==> src/rtl/forwarding_scoreboard.sv <==
// forwarding_scoreboard
//   Forwarding and interlock controller for the integer pipeline. Tracks
//   in-flight register writers from EX onward. For the instruction in ID it
//   either raises a load-use / multi-cycle stall, or registers one
//   forward-select per source operand for use in EX on the next cycle.
//
// Ports
//   clk          : clock, rising edge
//   rst_n        : asynchronous active-low reset
//   id_valid     : valid instruction in ID
//   id_rs        : NUM_SRC source addresses, operand i at [i*AW +: AW]
//   id_rd        : destination register of the ID instruction
//   id_reg_write : ID instruction writes id_rd
//   id_lat       : slot at which the result becomes forwardable (1..DEPTH-1)
//   hold         : global pipeline freeze
//   flush        : kill the ID instruction
//   stall        : combinational, ID must not advance
//   ex_valid     : EX holds a valid tracked instruction
//   ex_fwd_sel   : per-operand forward select for EX (0 = register file)
//   stall_count  : saturating count of stall cycles
module forwarding_scoreboard #(
  parameter int unsigned DEPTH   = 3,
  parameter int unsigned NUM_SRC = 2,
  parameter int unsigned AW      = 5,
  parameter int unsigned LAT_W   = 2,
  parameter int unsigned CNT_W   = 16
) (
  input  logic                              clk,
  input  logic                              rst_n,
  input  logic                              id_valid,
  input  logic [NUM_SRC*AW-1:0]             id_rs,
  input  logic [AW-1:0]                     id_rd,
  input  logic                              id_reg_write,
  input  logic [LAT_W-1:0]                  id_lat,
  input  logic                              hold,
  input  logic                              flush,
  output logic                              stall,
  output logic                              ex_valid,
  output logic [NUM_SRC*$clog2(DEPTH)-1:0]  ex_fwd_sel,
  output logic [CNT_W-1:0]                  stall_count
);

  localparam int unsigned SEL_W = $clog2(DEPTH);
  // The oldest slot (DEPTH-1) is never searched and never observable, so
  // only slots 0..DEPTH-2 are stored; an entry simply drops off the end.
  localparam int unsigned NSLOT = DEPTH - 1;

  typedef enum logic [1:0] {
    ACT_FREEZE,
    ACT_BUBBLE,
    ACT_ISSUE
  } action_e;

  logic [NSLOT-1:0]                 vld_q, vld_d;
  logic [NSLOT-1:0]                 wr_q, wr_d;
  logic [NSLOT-1:0][AW-1:0]         rd_q, rd_d;
  logic [NSLOT-1:0][SEL_W-1:0]      lat_q, lat_d;
  logic [NUM_SRC-1:0][SEL_W-1:0]    fwd_q, fwd_d;
  logic                             ex_valid_q, ex_valid_d;
  logic [CNT_W-1:0]                 cnt_q, cnt_d;

  logic [NUM_SRC-1:0][SEL_W-1:0]    sel_c;
  logic [NUM_SRC-1:0]               haz_c;
  logic [SEL_W-1:0]                 lat_in;
  action_e                          act;

  // Per-operand match. Slots are scanned oldest to youngest so the youngest
  // matching writer overwrites any older result. k is slot index + 1.
  always_comb begin
    sel_c = '0;
    haz_c = '0;
    for (int unsigned i = 0; i < NUM_SRC; i++) begin
      for (int unsigned k = NSLOT; k > 0; k--) begin
        if (vld_q[k-1] && wr_q[k-1] && (rd_q[k-1] != '0) &&
            (rd_q[k-1] == id_rs[i*AW +: AW])) begin
          if (k >= 32'(lat_q[k-1])) begin
            sel_c[i] = SEL_W'(k);
            haz_c[i] = 1'b0;
          end else begin
            sel_c[i] = '0;
            haz_c[i] = 1'b1;
          end
        end
      end
    end
  end

  assign stall = id_valid & ~flush & (|haz_c);

  // Clamp latency into the legal 1..DEPTH-1 range.
  always_comb begin
    if (id_lat == '0) begin
      lat_in = SEL_W'(1);
    end else if (32'(id_lat) >= DEPTH) begin
      lat_in = SEL_W'(DEPTH - 1);
    end else begin
      lat_in = SEL_W'(id_lat);
    end
  end

  always_comb begin
    act = ACT_ISSUE;
    if (hold) begin
      act = ACT_FREEZE;
    end else if (flush || stall) begin
      act = ACT_BUBBLE;
    end
  end

  always_comb begin
    vld_d      = vld_q;
    wr_d       = wr_q;
    rd_d       = rd_q;
    lat_d      = lat_q;
    fwd_d      = fwd_q;
    ex_valid_d = ex_valid_q;
    cnt_d      = cnt_q;
    if (act != ACT_FREEZE) begin
      for (int unsigned j = NSLOT - 1; j > 0; j--) begin
        vld_d[j] = vld_q[j-1];
        wr_d[j]  = wr_q[j-1];
        rd_d[j]  = rd_q[j-1];
        lat_d[j] = lat_q[j-1];
      end
      if (stall && (cnt_q != '1)) begin
        cnt_d = cnt_q + CNT_W'(1);
      end
      if (act == ACT_BUBBLE) begin
        vld_d[0]   = 1'b0;
        wr_d[0]    = 1'b0;
        rd_d[0]    = '0;
        lat_d[0]   = '0;
        fwd_d      = '0;
        ex_valid_d = 1'b0;
      end else begin
        vld_d[0]   = id_valid;
        wr_d[0]    = id_reg_write & id_valid;
        rd_d[0]    = id_rd;
        lat_d[0]   = lat_in;
        fwd_d      = sel_c;
        ex_valid_d = id_valid;
      end
    end
  end

  always_ff @(posedge clk or negedge rst_n) begin
    if (!rst_n) begin
      vld_q      <= '0;
      wr_q       <= '0;
      rd_q       <= '0;
      lat_q      <= '0;
      fwd_q      <= '0;
      ex_valid_q <= 1'b0;
      cnt_q      <= '0;
    end else begin
      vld_q      <= vld_d;
      wr_q       <= wr_d;
      rd_q       <= rd_d;
      lat_q      <= lat_d;
      fwd_q      <= fwd_d;
      ex_valid_q <= ex_valid_d;
      cnt_q      <= cnt_d;
    end
  end

  assign ex_fwd_sel  = fwd_q;
  assign ex_valid    = ex_valid_q;
  assign stall_count = cnt_q;

endmodule
==> config.mk <==
export PLATFORM = sky130hd
export DESIGN_NAME = forwarding_scoreboard
export DESIGN_NICKNAME = d
export VERILOG_FILES = /design/src/rtl/forwarding_scoreboard.sv
export SDC_FILE = /design/constraint.sdc
export NUM_CORES = 1
export LEC_CHECK = 0
export BUFFER_PORTS_ARGS = -buffer_cell sky130_fd_sc_hd__buf_2
export CAP_MARGIN = 40
export CORE_ASPECT_RATIO = 0.5
export CORE_UTILIZATION = 50
export CTS_CLUSTER_DIAMETER = 80
export DETAILED_ROUTE_END_ITERATION = 6
export GPL_TIMING_DRIVEN = 1
export PLACE_DENSITY = 0.75
export SYNTH_ARGS = -nofsm -noshare
export SYNTH_HDL_FRONTEND = slang
export SYNTH_SLANG_ARGS = --single-unit
==> constraint.sdc <==
create_clock -name clk -period 2.7 [get_ports clk]
set_clock_uncertainty 0.2 [all_clocks]
set_input_delay 0.27 -clock clk [delete_from_list [all_inputs] [get_ports clk]]
set_output_delay 0.27 -clock clk [all_outputs]
set_load 0.005 [all_outputs]
==> metrics <==
RSZ-0062 raised after global routing true; kind of end point of the critical path output port; Net Count, Synth 194; pre-CTS WS 0.0948 ns; P_leak 0.00115 uW; Routed met2 length 1.79 mm; reg-to-reg slack, setup 0.11 ns; ant diodes 0; Syn Inst Count 170; Data required, critical path 2.23 ns; share of cells above drive strength 1 0.382; DR top layer met4; Routed Antenna Nets 0; row count 15; starting DRC count in detailed routing 82; setup violators final 0; initial antenna violation count 0; Internal Pwr Total 881 uW; overall global routing resource usage 0.208; status finished, final reports clean; Worst Tran Pin Value 0.835 ns; switching pwr 293 uW; metal3 WL 188 um; Pins Over Slew Limit 0; worst-case vdd ir drop 0.000339 V; Num Clock Sinks 38; synth unique cells 33; residual DRC count 0; Nets 251; Peak Freq 0.375 GHz; fill cell count 295; Placed Area 2200 sq um; H-tree Lvls 2; r2r endpoint stall_count[4]$_DFFE_PN0P_; IO Count 45; Routed Wire Length 4.04 mm; Clk pwr share 0.342; Post-DP HPWL 2.85 mm; starting utilization of the core area 0.540; reg-to-reg startpoint rd_q[7]$_DFFE_PN0P_; vias post-DR 1466; pin count of the biggest net entering global routing 39; clk_lat worst skew 0.30 ns; CTS tree yes; Largest stage delay, worst path 0.52 ns; number of global-route vias before repair 1379; non-filler cells, final 279; crit path kind register to output port; most frequent CP cell nor2_1; sequential share of power 0.530; Combinational Power Share 0.128; Yosys reg bits 38; placed cell count 262; Synth top area share 0.494; CORE AREA 3570 sq um; min-delay src id_reg_write; Slowest-stage cell, CP or4_1; global route overflow 0; ys async rst share 1.00; minimum clock period 2.67 ns; average size of a mapped cell 11.3 sq um; cell area after synthesis 1930 sq um; Syn. warnings 0; data arrival time of the worst path 2.20 ns; GPL Wtd Cong 0.821; Worst-path clk slew 0.07 ns; first-pass GRT wire length 6.38 mm; multi-input logic area 991 sq um; Startpoint Class register; worst r2r path cells 11; Final Cell Area 2420 sq um; Net Sw Frac 0.250; clock buffer depth 2; Cell Chain, Critical Path or4_1, o211ai_1, nor4_2, a22oi_2, nor2_1, nor2_1, nor2_1, buf_2; CP max FO 2; worst hold path class primary input to register; fin crit share 0.987; die area 4120 sq um; WHS Path Cells 2; Worst Slack Setup Final 0.0346 ns; Synth area leaders dfrtp_1, xnor2_1, mux2_2, xor2_1, a22o_1; Fin. Hold Viols 0; register area 955 sq um; Seq/Total Area, Yosys 0.494; power per cell area 486 nW/um^2; EDFF count, synth 0; WL/cell 14.5 um; max_cap viols 0; Root Buffer clkbuf_8; # port buffers 43; wl on met1 1.97 mm; Final Util 0.678; chip width 89.8 um; vias per cell 5.25; Die Ht 45.9 um; cell taking the most area after synthesis dfrtp_1; Max-Slew Margin vs Limit 0.443; Hold Crit Endpoint wr_q[0]$_DFFE_PN0P_; CTS Buf Count 5; Synth Flop Type dfrtp_1; drt first pass iters 4; Layout area overhead 25.4%
==> cells by family after synthesis <==
group           count (synthesis)  share of synthesized area
mux                            10                     0.0584
flops                          38                      0.494
simple gates                   60                      0.171
buf+inv                         6                     0.0162
xor+xnor                       35                      0.159
compound gates                 20                     0.0948
fa+ha+maj                       1                    0.00649
==> what timing repair did <==
action	CTS	global route
gates resized for setup	2	8
gates cloned	0	0
pin swaps	2	6
endpoints found under the setup margin	1	23
buffers inserted	2	6
endpoints found under the hold margin	38	0
hold buffers	1	0
==> worst max-delay path by stage <==
stage	from	to	slack (ns)	cells past startpoint
6_report	rd_q[7]$_DFFE_PN0P_	stall	0.03	8
4_1_cts	stall_count[0]$_DFFE_PN0P_	stall_count[12]$_DFFE_PN0P_	0.0003	9
2_1_floorplan	rd_q[1]$_DFFE_PN0P_	stall_count[14]$_DFFE_PN0P_	0.35	8
3_5_place_dp	stall_count[0]$_DFFE_PN0P_	stall_count[8]$_DFFE_PN0P_	0.09	9
5_1_grt	rd_q[7]$_DFFE_PN0P_	stall	-0.06	10
3_3_place_gp	rd_q[1]$_DFFE_PN0P_	stall_count[12]$_DFFE_PN0P_	0.16	8
==> metal layers <==
layer,global-route usage,up-vias
li1,-,717
met1,0.262,706
met2,0.345,31
met3,0.0783,12
met4,0.0590,0
met5,0,-
==> cell usage after synthesis (2+ instances only) <==
library cell and number:
and3_1 5, nor2b_1 9, nand4_1 6, nor2_1 6, a22o_1 8, nor4_1 2, xor2_1 10, nand3_1 8
xnor2_1 25, or4_4 2, nand2_1 14, dfrtp_1 38, clkbuf_1 4, o31ai_1 4, mux2_2 10, or4_1 2
==> layout make-up <==
type                    instances  area share
multi-input cells             126       0.410
flip-flops and latches         38       0.395
repair buffers                 56       0.131
clock buffers                   7      0.0357
well taps                      51      0.0264
clock inverters                 1     0.00207
==> critical path, delay by kind of cell (launching register included) <==
family / cells / cell delay (ns)
AND/OR/NAND/NOR: 5 / 0.87
flip-flops: 1 / 0.39
buffers and inverters: 1 / 0.12
AO/OA/AOI/OAI: 2 / 0.53
==> stage by stage <==
stage,TNS [ns],total power (uW),hold WS [ns]
after CTS,0,1160,0.0248
after detailed placement,0,761,0.220
final,0,1170,0.0347
after global routing,-0.300,1230,0.0382
after global placement,0,756,0.211
after floorplan,0,708,-0.226
==> power groups by stage <==
stage,registers [uW],clock network [uW],logic (uW)
floorplan,626,0,81.9
global placement,634,0,122
detailed placement,634,0,127
CTS,623,413,129
global route,624,438,165
finish,621,402,150
==> cells in the final DEF (no fill, tap or decap), types with 2 or more instances in the layout <==
cell type	count
a22o_1	8
xor2_1	10
xnor2_1	25
buf_4	12
or4_1	2
nor4_2	2
o31ai_1	3
nor2b_1	9
nand4_1	6
dfrtp_2	3
nor2_1	6
and3_1	5
mux2_2	10
buf_2	43
nand3_1	8
or4_4	2
nand2_1	14
dfrtp_1	35
clkbuf_8	6
==> registers in the layout, summed over array words and instances (netlist names) <==
| name | flops |
|---|---|
| stall_count | 16 |
| ex_fwd_sel | 4 |
| wr_q | 2 |
| lat_q | 4 |
| vld_q | 2 |
| rd_q | 10 |
No activity file was read; power rests on OpenSTA's default activity.
